--- src/rtl/serial_frame_tx_pkg.sv ---
// Shared constants for the serial frame transmitter and the
// detector harness that reuses its default frame geometry.
package serial_frame_tx_pkg;

    localparam logic [1:0] ST_IDLE  = 2'b00;
    localparam logic [1:0] ST_SHIFT = 2'b01;
    localparam logic [1:0] ST_GAP   = 2'b10;

    localparam int DEF_WIDTH      = 8;
    localparam int DEF_GAP_CYCLES = 2;
    localparam int DEF_MSB_FIRST  = 1;

endpackage

--- src/rtl/serial_frame_tx_if.sv ---
// Load/Ready word handshake plus the serial output bundle
// of the frame transmitter.
interface serial_frame_tx_if #(
    parameter int WIDTH = 8
);

    logic             Load;
    logic [WIDTH-1:0] DataIn;
    logic             Ready;
    logic             Dout;
    logic             Busy;
    logic             FrameDone;

    modport master (
        output Load,
        output DataIn,
        input  Ready,
        input  Dout,
        input  Busy,
        input  FrameDone
    );

    modport slave (
        input  Load,
        input  DataIn,
        output Ready,
        output Dout,
        output Busy,
        output FrameDone
    );

endinterface

--- src/rtl/serial_frame_tx.sv ---
// Parallel-to-serial frame transmitter: one word per frame,
// followed by forced-zero gap cycles to resync the detector.
module serial_frame_tx
    import serial_frame_tx_pkg::*;
#(
    parameter int WIDTH      = DEF_WIDTH,
    parameter int MSB_FIRST  = DEF_MSB_FIRST,
    parameter int GAP_CYCLES = DEF_GAP_CYCLES
) (
    input  logic         Clock,
    input  logic         Reset,
    serial_frame_tx_if.slave bus
);

    localparam int BW = $clog2(WIDTH);
    localparam int GW = (GAP_CYCLES > 0) ? $clog2(GAP_CYCLES + 1) : 1;

    localparam logic [BW-1:0] LAST_BIT = BW'(WIDTH - 1);
    localparam logic [BW-1:0] PRE_LAST = BW'(WIDTH - 2);
    localparam logic [GW-1:0] LAST_GAP =
        (GAP_CYCLES > 0) ? GW'(GAP_CYCLES - 1) : '0;

    logic [1:0]       state;
    logic [1:0]       state_nxt;
    logic [WIDTH-1:0] shreg;
    logic [BW-1:0]    bit_cnt;
    logic [GW-1:0]    gap_cnt;
    logic             dout_q;
    logic             done_q;

    logic in_shift;
    logic in_gap;
    logic last_bit;
    logic gap_end;
    logic ready;
    logic accept;

    // Bit that leaves first from a word, in the configured order.
    function automatic logic head(input logic [WIDTH-1:0] w);
        return (MSB_FIRST != 0) ? w[WIDTH-1] : w[0];
    endfunction

    // Word with its head bit consumed.
    function automatic logic [WIDTH-1:0] advance(
        input logic [WIDTH-1:0] w
    );
        return (MSB_FIRST != 0) ? {w[WIDTH-2:0], 1'b0}
                                : {1'b0, w[WIDTH-1:1]};
    endfunction

    assign in_shift = (state == ST_SHIFT);
    assign in_gap   = (state == ST_GAP);
    assign last_bit = in_shift && (bit_cnt == LAST_BIT);
    assign gap_end  = in_gap && (gap_cnt == LAST_GAP);

    // With no gap, the last-bit cycle can already take the next word.
    assign ready = !Reset &&
                   ((state == ST_IDLE) ||
                    ((GAP_CYCLES == 0) && last_bit));

    assign accept = bus.Load && ready;

    assign bus.Ready     = ready;
    assign bus.Dout      = dout_q;
    assign bus.FrameDone = done_q;
    assign bus.Busy      = in_shift || in_gap;

    // Next-state selection; the unused encoding falls back to IDLE.
    always_comb begin
        state_nxt = ST_IDLE;
        case (state)
            ST_IDLE: begin
                state_nxt = accept ? ST_SHIFT : ST_IDLE;
            end
            ST_SHIFT: begin
                if (!last_bit) begin
                    state_nxt = ST_SHIFT;
                end else if (accept) begin
                    state_nxt = ST_SHIFT;
                end else if (GAP_CYCLES > 0) begin
                    state_nxt = ST_GAP;
                end else begin
                    state_nxt = ST_IDLE;
                end
            end
            ST_GAP: begin
                state_nxt = gap_end ? ST_IDLE : ST_GAP;
            end
            default: begin
                state_nxt = ST_IDLE;
            end
        endcase
    end

    // State register.
    always_ff @(posedge Clock) begin
        if (Reset) begin
            state <= ST_IDLE;
        end else begin
            state <= state_nxt;
        end
    end

    // Bit counter: index of the bit currently on Dout.
    always_ff @(posedge Clock) begin
        if (Reset) begin
            bit_cnt <= '0;
        end else if (accept || last_bit) begin
            bit_cnt <= '0;
        end else if (in_shift) begin
            bit_cnt <= bit_cnt + BW'(1);
        end
    end

    // Gap counter: cycles of forced zero already spent.
    always_ff @(posedge Clock) begin
        if (Reset) begin
            gap_cnt <= '0;
        end else if (in_gap && !gap_end) begin
            gap_cnt <= gap_cnt + GW'(1);
        end else begin
            gap_cnt <= '0;
        end
    end

    // Shift register holds the bits not yet driven onto Dout.
    always_ff @(posedge Clock) begin
        if (Reset) begin
            shreg <= '0;
        end else if (accept) begin
            shreg <= advance(bus.DataIn);
        end else if (in_shift && !last_bit) begin
            shreg <= advance(shreg);
        end
    end

    // Registered serial bit and last-bit marker.
    always_ff @(posedge Clock) begin
        if (Reset) begin
            dout_q <= 1'b0;
            done_q <= 1'b0;
        end else if (accept) begin
            dout_q <= head(bus.DataIn);
            done_q <= 1'b0;
        end else if (in_shift && !last_bit) begin
            dout_q <= head(shreg);
            done_q <= (bit_cnt == PRE_LAST);
        end else begin
            dout_q <= 1'b0;
            done_q <= 1'b0;
        end
    end

endmodule

--- src/flat_wrapper.sv ---
// flat-port wrapper written by rule: the top's interface ports become plain ports
module serial_frame_tx_flat import serial_frame_tx_pkg::*;
#(
    parameter int WIDTH      = DEF_WIDTH,
    parameter int MSB_FIRST  = DEF_MSB_FIRST,
    parameter int GAP_CYCLES = DEF_GAP_CYCLES
)
  (Clock, Reset, bus_Load, bus_DataIn, bus_Ready, bus_Dout, bus_Busy, bus_FrameDone);
  serial_frame_tx_if #(.WIDTH(WIDTH)) bus_i ();
  input  logic Clock;
  input  logic Reset;
  input wire logic [$bits(bus_i.Load)-1:0] bus_Load;
  input wire logic [$bits(bus_i.DataIn)-1:0] bus_DataIn;
  output wire logic [$bits(bus_i.Ready)-1:0] bus_Ready;
  output wire logic [$bits(bus_i.Dout)-1:0] bus_Dout;
  output wire logic [$bits(bus_i.Busy)-1:0] bus_Busy;
  output wire logic [$bits(bus_i.FrameDone)-1:0] bus_FrameDone;
  assign bus_i.Load = bus_Load;
  assign bus_i.DataIn = bus_DataIn;
  assign bus_Ready = bus_i.Ready;
  assign bus_Dout = bus_i.Dout;
  assign bus_Busy = bus_i.Busy;
  assign bus_FrameDone = bus_i.FrameDone;
  serial_frame_tx #(.WIDTH(WIDTH), .MSB_FIRST(MSB_FIRST), .GAP_CYCLES(GAP_CYCLES)) u_core (.Clock(Clock), .Reset(Reset), .bus(bus_i));
endmodule
--- config.mk ---
export PLATFORM = sky130hd
export DESIGN_NAME = serial_frame_tx_flat
export DESIGN_NICKNAME = d
export VERILOG_FILES = /design/src/rtl/serial_frame_tx_pkg.sv /design/src/rtl/serial_frame_tx_if.sv /design/src/rtl/serial_frame_tx.sv /design/src/flat_wrapper.sv
export SDC_FILE = /design/constraint.sdc
export NUM_CORES = 1
export LEC_CHECK = 0
export CAP_MARGIN = 20
export CORE_UTILIZATION = 49
export CTS_CLUSTER_DIAMETER = 100
export DETAILED_ROUTE_END_ITERATION = 10
export GPL_ROUTABILITY_DRIVEN = 1
export GPL_TIMING_DRIVEN = 0
export PLACE_DENSITY_LB_ADDON = 0.25
export RECOVER_POWER = 50
export SYNTH_ARGS = -nofsm -noshare
export SYNTH_HDL_FRONTEND = slang
export SYNTH_SLANG_ARGS = --single-unit
--- constraint.sdc ---
create_clock -name Clock -period 1.8 [get_ports Clock]
set_input_delay 0.36 -clock Clock [delete_from_list [all_inputs] [get_ports Clock]]
set_output_delay 0.36 -clock Clock [all_outputs]
set_load 0.01 [all_outputs]
==> summary.md <==
| Metric | Value |
|---|---|
| Post-CTS setup buffers | `0` |
| # IOs | `15` |
| #FFs+latches synth | `16` |
| Max clock buf depth | `2` |
| N_diodes | `0` |
| Avg Inst Size Synth | `9.442 sq um` |
| Dominant cells by area after synthesis | `dfxtp_1 39%, ha_1 12%, a211oi_2 7.7%` |
| Minimum clock period | `1.712 ns` |
| Worst skew pair latency | `0.29 ns` |
| Commonest non-fill, non-tap cells in the layout | `14 x dfxtp_1, 11 x clkdlybuf4s50_1, 10 x nand2_1` |
| Endpoints failing setup | `0` |
| Cell accounting for the most synthesized area | `dfxtp_1` |
| Syn-to-layout area delta | `23.11%` |
| Fmax | `584.1 MHz` |
| Placed Instances | `116` |
| Layout Nets | `124` |
| Worst slew margin | `0.6931` |
| Post-synthesis cell type count | `27` |
| CTS root buffer | `clkbuf_4` |
| Initial Util | `0.5328` |
| Crit path max fanout | `6` |
| PnR Total Power | `0.7292 mW` |
| Data arrival, critical path | `1.35 ns` |
| Setup_tns | `0 ns` |
| Placeable Area | `1524 sq um` |
| Count of final hold-check violations | `0` |
| Required time of the critical path | `1.44 ns` |
| Port bufs | `14` |
| Post-Route WL | `1499 um` |
| Syn nets | `105` |
| 1st-iter DRT viols | `4` |
| Gate Count Post-Synth | `86` |
| Crit. End Element | `output port` |
| CTS Buf Count | `3` |
| Fill count | `148` |
| Final hold slack | `0.4234 ns` |
| Row count | `14` |
| Die W | `42.71 um` |
| CTS tree | `yes` |
| Htree depth | `1` |
| First-pass GRT wire length | `2649 um` |
| Share of cells above drive strength 1 | `0.2019` |
| DRC | `0` |
| Die Y | `42.71 um` |
| Finished Core Util | `0.6560` |
| Routed len/inst | `12.49 um` |
| Gr usage total | `0.1956` |
| Clock skew | `0.003781 ns` |
| Global placement routability congestion | `0.7228` |
| Total gr overflow | `0` |
| Antenna-violating nets left | `0` |
| Vias post-DR | `636` |
| Fin cells | `120` |
| Outcome | `completed` |
| Leak | `0.4019 nW` |
| Number of global-route vias before repair | `647` |
| Synth Warn # | `0` |
| Seq/Total Area, Yosys | `0.3945` |
| Top cell type's share of synthesized area | `0.3945` |
| Sink Count | `16` |
| Worst slew pin tran | `0.4604 ns` |
| First-pass DRT Iterations | `4` |
| Antenna violations before repair | `0` |
| Final Slew Violations | `0` |
| RSZ-0062 raised after global routing | `false` |
| Detailed Place HPWL | `1079 um` |
| PD cells | `729.4 nW/um^2` |
| Max VDD drop | `0.5055 mV` |
| Die area | `1824 sq um` |
| Syn Std Cell Area | `812.0 sq um` |
| Via density | `5.300` |
| Setup Crit Path Kind | `in -> out` |
| Final period util | `0.9511` |
| Most common cell after layout, fill and taps aside | `dfxtp_1` |
| Nature of the critical path startpoint | `primary input` |
| Largest net degree at the start of global routing | `11` |
| Worst-path clk slew | `0.09 ns` |
| Hold Path Class | `reg -> reg` |
| Max-capacitance violation count | `0` |
[power breakdown]
part           switching [mW]  internal (mW)  total, mW
Sequential            0.00904          0.370      0.379
Clock                   0.113          0.123      0.236
Combinational          0.0553         0.0588      0.114
Total                   0.177          0.552      0.729
[synth_stat cells, drive strengths merged]
| cell type | number |
|---|---|
| dfxtp | 16 |
| nand2 | 11 |
| nor2 | 10 |
| ha | 8 |
| a21oi | 7 |
| a211oi | 6 |
| inv | 6 |
| buf | 5 |
| and2b | 2 |
| nand3b | 2 |
| nor2b | 2 |
| nor3 | 2 |
| a21o | 1 |
| a311oi | 1 |
| a32oi | 1 |
| and3b | 1 |
| mux2 | 1 |
| nand2b | 1 |
| nand3 | 1 |
| nand4b | 1 |
| o22ai | 1 |
[per-stage QoR]
stage | instance area [sq um] | setup WS, ns
3_5_place_dp | 972.2 | -0.05639
6_report | 999.7 | 0.08796
5_1_grt | 999.7 | 0.01171
2_1_floorplan | 812.0 | 0.4568
3_3_place_gp | 972.2 | -0.06123
4_1_cts | 1008 | 0.08562
[routing by layer]
metal	vias up	global-route usage	wire length, um
li1	330	-	-
met1	292	0.2080	649
met2	12	0.3424	756
met3	2	0.07660	76
met4	0	0.07500	17
met5	-	0	0
[critical path: stages]
cell	delay, ns
dlygate4sd3_1	0.60
nor2b_1	0.12
dlygate4sd2_1	0.27
[registers in the layout, summed over array words and instances, names as in the netlist]
name                  flops
u_core.bus.Dout           1
u_core.bus.FrameDone      1
u_core.state              2
u_core.gap_cnt            2
u_core.shreg              7
u_core.bit_cnt            3
[cell type report]
cell class | count | area, sq um | area share
multi-input cells | 59 | 425.4 | 0.4255
flip-flops and latches | 16 | 322.8 | 0.3229
repair buffers | 14 | 137.6 | 0.1377
clock buffers | 4 | 36.28 | 0.03630
plain buffers | 5 | 35.03 | 0.03504
inverters | 6 | 22.52 | 0.02253
well taps | 16 | 20.02 | 0.02003
[path summary, 6_finish.rpt]
| path | start | to | slack (ns) | depth (start not counted) |
|---|---|---|---|---|
| setup / recovery | Reset | bus_Ready | 0.09 | 3 |
| hold / removal | u_core.gap_cnt[0] | u_core.gap_cnt[0] | 0.42 | 1 |
| setup reg to reg | u_core.bit_cnt[1] | u_core.shreg[6] | 0.10 | 6 |
| hold reg to reg | u_core.gap_cnt[0] | u_core.gap_cnt[0] | 0.42 | 1 |
[repair_timing]
item | CTS | global route
resized for setup | 4 | 0
hold buffers | 0 | 0
endpoints found under the setup margin | 2 | 0
[kinds of logic (layout without fill, tap and decap cells)]
| family | count (synthesis) | count (layout) | share of synthesized area |
|---|---|---|---|
| multiplexers | 1 | 1 | 0.01387 |
| AND/OR/NAND/NOR | 33 | 33 | 0.2034 |
| flip-flops | 16 | 16 | 0.3945 |
| buffers and inverters | 11 | 29 | 0.07549 |
| AO/OA/AOI/OAI | 17 | 17 | 0.1895 |
| adder cells (fa/ha/maj) | 8 | 8 | 0.1233 |
Power figures use the tool's default switching activity.
